==> src/rtl/mem_bus_interface.sv <==
// Memory-access sequencer: turns controller rd/wr strobes into a 4-phase req/ack handshake.
// Optional abort-on-timeout logic is compiled in with `define BUS_TIMEOUT_EN.
module mem_bus_interface #(
    parameter int ADDR_W  = 12,
    parameter int DATA_W  = 16,
    parameter int TIMEOUT = 15
) (
    input  logic              clk,
    input  logic              rst_n,
    input  logic              rd,
    input  logic              wr,
    input  logic [ADDR_W-1:0] addr,
    input  logic [DATA_W-1:0] wdata,
    output logic [DATA_W-1:0] rdata,
    output logic              rdata_valid,
    output logic              wait_,
    output logic              mem_req,
    output logic              mem_we,
    output logic [ADDR_W-1:0] mem_addr,
    output logic [DATA_W-1:0] mem_wdata,
    input  logic [DATA_W-1:0] mem_rdata,
    input  logic              mem_ack,
    output logic              bus_err
);

    typedef enum logic [1:0] {
        ST_IDLE    = 2'd0,
        ST_REQ     = 2'd1,
        ST_RELEASE = 2'd2
    } state_t;

    state_t            r_state;
    logic              r_mem_req;
    logic              r_mem_we;
    logic [ADDR_W-1:0] r_mem_addr;
    logic [DATA_W-1:0] r_mem_wdata;
    logic [DATA_W-1:0] r_rdata;
    logic              r_rdata_valid;
    logic              w_strobe;

`ifdef BUS_TIMEOUT_EN
    localparam int CNT_W = (TIMEOUT > 1) ? $clog2(TIMEOUT) : 1;
    localparam logic [CNT_W-1:0] CNT_LAST = CNT_W'(TIMEOUT - 1);

    logic [CNT_W-1:0] r_cnt;
    logic             r_bus_err;
`endif

    assign w_strobe = rd | wr;

    // Combinational so the controller can branch on wait_ in the very cycle it strobes.
    assign wait_ = (r_state != ST_IDLE) | w_strobe;

    always_ff @(posedge clk or negedge rst_n) begin
        if (!rst_n) begin
            r_state       <= ST_IDLE;
            r_mem_req     <= 1'b0;
            r_mem_we      <= 1'b0;
            r_mem_addr    <= '0;
            r_mem_wdata   <= '0;
            r_rdata       <= '0;
            r_rdata_valid <= 1'b0;
`ifdef BUS_TIMEOUT_EN
            r_cnt         <= '0;
            r_bus_err     <= 1'b0;
`endif
        end else begin
            // NOTE: non-blocking everywhere here; the default below is overridden later in the same block.
            r_rdata_valid <= 1'b0;
            case (r_state)
                ST_IDLE: begin
                    if (w_strobe) begin
                        r_mem_addr  <= addr;
                        r_mem_wdata <= wdata;
                        r_mem_we    <= wr;
                        r_mem_req   <= 1'b1;
                        r_state     <= ST_REQ;
`ifdef BUS_TIMEOUT_EN
                        r_cnt       <= '0;
`endif
                    end
                end
                ST_REQ: begin
                    if (mem_ack) begin
                        if (!r_mem_we) begin
                            r_rdata       <= mem_rdata;
                            r_rdata_valid <= 1'b1;
                        end
                        r_mem_req <= 1'b0;
                        r_state   <= ST_RELEASE;
`ifdef BUS_TIMEOUT_EN
                        r_cnt     <= '0;
                    end else if (r_cnt == CNT_LAST) begin
                        if (!r_mem_we) begin
                            r_rdata       <= '1;
                            r_rdata_valid <= 1'b1;
                        end
                        r_mem_req <= 1'b0;
                        r_bus_err <= 1'b1;
                        r_state   <= ST_IDLE;
                    end else begin
                        r_cnt <= r_cnt + 1'b1;
`endif
                    end
                end
                ST_RELEASE: begin
                    if (!mem_ack) begin
                        r_state <= ST_IDLE;
`ifdef BUS_TIMEOUT_EN
                    end else if (r_cnt == CNT_LAST) begin
                        r_bus_err <= 1'b1;
                        r_state   <= ST_IDLE;
                    end else begin
                        r_cnt <= r_cnt + 1'b1;
`endif
                    end
                end
                default: begin
                    r_mem_req <= 1'b0;
                    r_state   <= ST_IDLE;
                end
            endcase
        end
    end

    assign mem_req     = r_mem_req;
    assign mem_we      = r_mem_we;
    assign mem_addr    = r_mem_addr;
    assign mem_wdata   = r_mem_wdata;
    assign rdata       = r_rdata;
    assign rdata_valid = r_rdata_valid;

`ifdef BUS_TIMEOUT_EN
    assign bus_err = r_bus_err;
`else
    assign bus_err = 1'b0;
`endif

endmodule

==> config.mk <==
export PLATFORM = sky130hd
export DESIGN_NAME = mem_bus_interface
export DESIGN_NICKNAME = d
export VERILOG_FILES = /design/src/rtl/mem_bus_interface.sv
export SDC_FILE = /design/constraint.sdc
export NUM_CORES = 1
export LEC_CHECK = 0
export ABC_AREA = 1
export CAP_MARGIN = 20
export CORE_ASPECT_RATIO = 1.1
export CORE_MARGIN = 3
export CORE_UTILIZATION = 43
export CTS_BUF_LIST = sky130_fd_sc_hd__clkbuf_16
export DETAILED_ROUTE_END_ITERATION = 6
export PLACE_DENSITY = 0.86
export SETUP_SLACK_MARGIN = 0.2
export SLEW_MARGIN = 20
export SYNTH_ARGS = -nofsm -noshare
export SYNTH_HDL_FRONTEND = slang
export SYNTH_SLANG_ARGS = --single-unit
==> constraint.sdc <==
create_clock -name clk -period 4.1 [get_ports clk]
set_input_delay 1.23 -clock clk [delete_from_list [all_inputs] [get_ports clk]]
set_output_delay 1.23 -clock clk [all_outputs]
set_load 0.02 [all_outputs]
==> results.sh <==
export IMPL_fin_util=0.707
export IMPL_antenna_found_initial=0
export IMPL_whs_ns=0.469
export IMPL_rows=25
export IMPL_drt_iter0_drc=119
export IMPL_worstPathMaxFanout=2
export IMPL_slowest_delay_ns=0.59
export IMPL_via_per_inst=4.85
export IMPL_slew_headroom=0.350
export IMPL_grt_max_degree=50
export IMPL_dp_final_hpwl_um=3500
export IMPL_port_buffers=96
export IMPL_dr_total_vias=1766
export IMPL_dieHeight_um=76.9
export IMPL_htreeDepth=2
export IMPL_ys_ff_latch=49
export IMPL_clockPowerShare=0.155
export IMPL_gp_congestion=0.718
export IMPL_wl_met1_um=2020
export IMPL_power_density_nw_per_um2=801
export IMPL_wl_per_cell_um=13.4
export IMPL_clk_latency_ns=0.28
export IMPL_met3_length_um=432
export IMPL_tns_ns=0
export IMPL_drive_gt1_frac=0.0452
export IMPL_top_layer="met4"
export IMPL_p_sw_frac=0.398
export IMPL_fillers=359
export IMPL_p_leak_uw=0.00151
export IMPL_cts_hold_buffers_added=0
export IMPL_ys_flop_type="dfrtp_1"
export IMPL_synth_area_sq_um=1960
export IMPL_yosysTopAreaCell="dfrtp_1"
export IMPL_pwr_share_comb=0.501
export IMPL_core_area_sq_um=4350
export IMPL_synth_common_cells="nand2_1, dfrtp_1, nand3_1"
export IMPL_first_global_vias=1743
export IMPL_crit_buf_inv=4
export IMPL_fp_dieW_um=70.4
export IMPL_cts_tree="yes"
export IMPL_dieArea_sq_um=5420
export IMPL_initial_core_util=0.452
export IMPL_skew_ns=0.00185
export IMPL_crit_family="buffers and inverters"
export IMPL_synth_area_leaders="dfrtp_1, nand2_1, nand3_1"
export IMPL_worstSetupPathType="input pin to output port"
export IMPL_min_path_cells=2
export IMPL_power_share_sequential=0.344
export IMPL_fmax_mhz=269
export IMPL_synth_edf_count=0
export IMPL_path_depth=6
export IMPL_clk_path_buf_depth=2
export IMPL_holdCritPathClass="flip-flop to flip-flop"
export IMPL_tightest_slew_ns=0.973
export IMPL_endpoint_kind="output port"
export IMPL_ios=98
export IMPL_syn_avg_cell_area_sq_um=9.05
export IMPL_drtAntennaViolNets=0
export IMPL_rsz0062_at_grt="false"
export IMPL_synthArstFlopShare=1.00
export IMPL_cts_resized=0
export IMPL_status="completed"
export IMPL_start_kind="input pin"
export IMPL_cap_violations=0
export IMPL_worstRegToRegCells=4
export IMPL_cp_required_ns=2.87
export IMPL_internal_power_uw=1480
export IMPL_p_switching_uw=979
export IMPL_drt_wl_total_um=4890
export IMPL_post_route_min_period_ns=3.72
export IMPL_dr_wl_met2_um=2390
export IMPL_num_antenna_cells=0
export IMPL_grtUsageTotal=0.187
export IMPL_cts_root_buffer="clkbuf_16"
export IMPL_synth_cell_type_count=16
export IMPL_grt_overflow_total=0
export IMPL_ir_worst_vdd_mv=0.425
export IMPL_syn_num_nets=266
export IMPL_synth_seq_area_share=0.624
export IMPL_area_growth_synth_to_final_pct=56.4
export IMPL_cts_buffers=5
export IMPL_grt_pass1_wl_um=8020
export IMPL_critPathArrivalTime_ns=2.49
export IMPL_cts_sinks=49
export IMPL_ys_warn_count=0
export IMPL_postCtsSetupRepairBufs=0
export IMPL_synthCells=217
export IMPL_slowest_stage="clkdlybuf4s50_1"
export IMPL_drc_errors=0
export IMPL_fin_ws_ns=0.384
export IMPL_path_clk_slew_ns=0.06
export IMPL_path_cells="clkdlybuf4s50_1, inv_1, nand2_1, inv_1, nand2_1, clkdlybuf4s50_1"
export IMPL_yosysTopAreaCellShare=0.624
export IMPL_first_pass_iters=4
export IMPL_nets=358
export IMPL_synth_most_common_cell="nand2_1"
export IMPL_pre_cts_ws_ns=0.363
export IMPL_hold_violations=0
export IMPL_setup_violations=0
export IMPL_min_period_over_period=0.906
export IMPL_slew_violations=0
## cells by family after synthesis
kind of cell	Yosys count	share of synthesized area
AOI/OAI and AO/OA	5	0.0140
buffers and inverters	21	0.0535
and+or+nand+nor	141	0.306
DFF	49	0.624
other	1	0.00191
## stage by stage
stage | total power (uW) | cell area (sq um) | cells
2_1_floorplan | 1520 | 1960 | 217
3_3_place_gp | 2060 | 2930 | 356
3_5_place_dp | 2100 | 2930 | 356
4_1_cts | 2490 | 3070 | 364
5_1_grt | 2620 | 3070 | 364
6_report | 2460 | 3070 | 364
## path summary, 6_finish.rpt
| check | start | to | slack [ns] |
|---|---|---|---|
| max reg2reg | r_state[1] | mem_we | 2.04 |
| max | wr | wait_ | 0.38 |
| min in group asynchronous | rst_n | rdata[0] | 0.96 |
| max in group asynchronous | rst_n | rdata[10] | 2.73 |
| min | rdata[7] | rdata[7] | 0.47 |
| min reg2reg | rdata[7] | rdata[7] | 0.47 |
## worst min-delay path: stages, from the launching register on
cell and delay, ns:
dfrtp_1 0.34, nand2_1 0.05, nand2_1 0.05
## final cells by class
cell class | instances | area (sq um) | share of cell area
Clock buffer | 5 | 125 | 0.0407
Clock inverter | 3 | 15.0 | 0.00489
Inverter | 8 | 30.0 | 0.00977
Multi-Input combinational cell | 147 | 636 | 0.207
Sequential cell | 49 | 1230 | 0.399
Tap cell | 54 | 67.6 | 0.0220
Timing Repair Buffer | 98 | 973 | 0.317
## routing by layer
layer | GRT usage | vias up
met5 | 0 | -
met1 | 0.229 | 812
met4 | 0.0594 | 0
met3 | 0.0564 | 6
met2 | 0.315 | 82
li1 | - | 866
## placed cells by master, fill, tap and decap left out
cell type,instances
clkdlybuf4s50_1,95
nand2_1,93
dfrtp_1,49
nand3_1,44
inv_1,9
clkbuf_16,5
buf_4,3
nor2_4,2
o21ai_0,2
a21oi_1,2
nor2_2,1
inv_2,1
nand2_2,1
o21a_1,1
conb_1,1
clkinvlp_4,1
## sequential cells by signal, indices dropped and copies added, names as in the netlist
register and flops:
mem_wdata 16, rdata 16, mem_addr 12, r_state 2, mem_req 1, mem_we 1, rdata_valid 1
## power groups by stage
| stage | Clock, uW | Sequential (uW) | Combinational, uW |
|---|---|---|---|
| 2_1_floorplan | 0 | 1110 | 402 |
| 3_3_place_gp | 0 | 845 | 1220 |
| 3_5_place_dp | 0 | 851 | 1250 |
| 4_1_cts | 392 | 849 | 1250 |
| 5_1_grt | 411 | 879 | 1330 |
| 6_report | 382 | 848 | 1230 |
No activity file was read; power rests on OpenSTA's default activity.
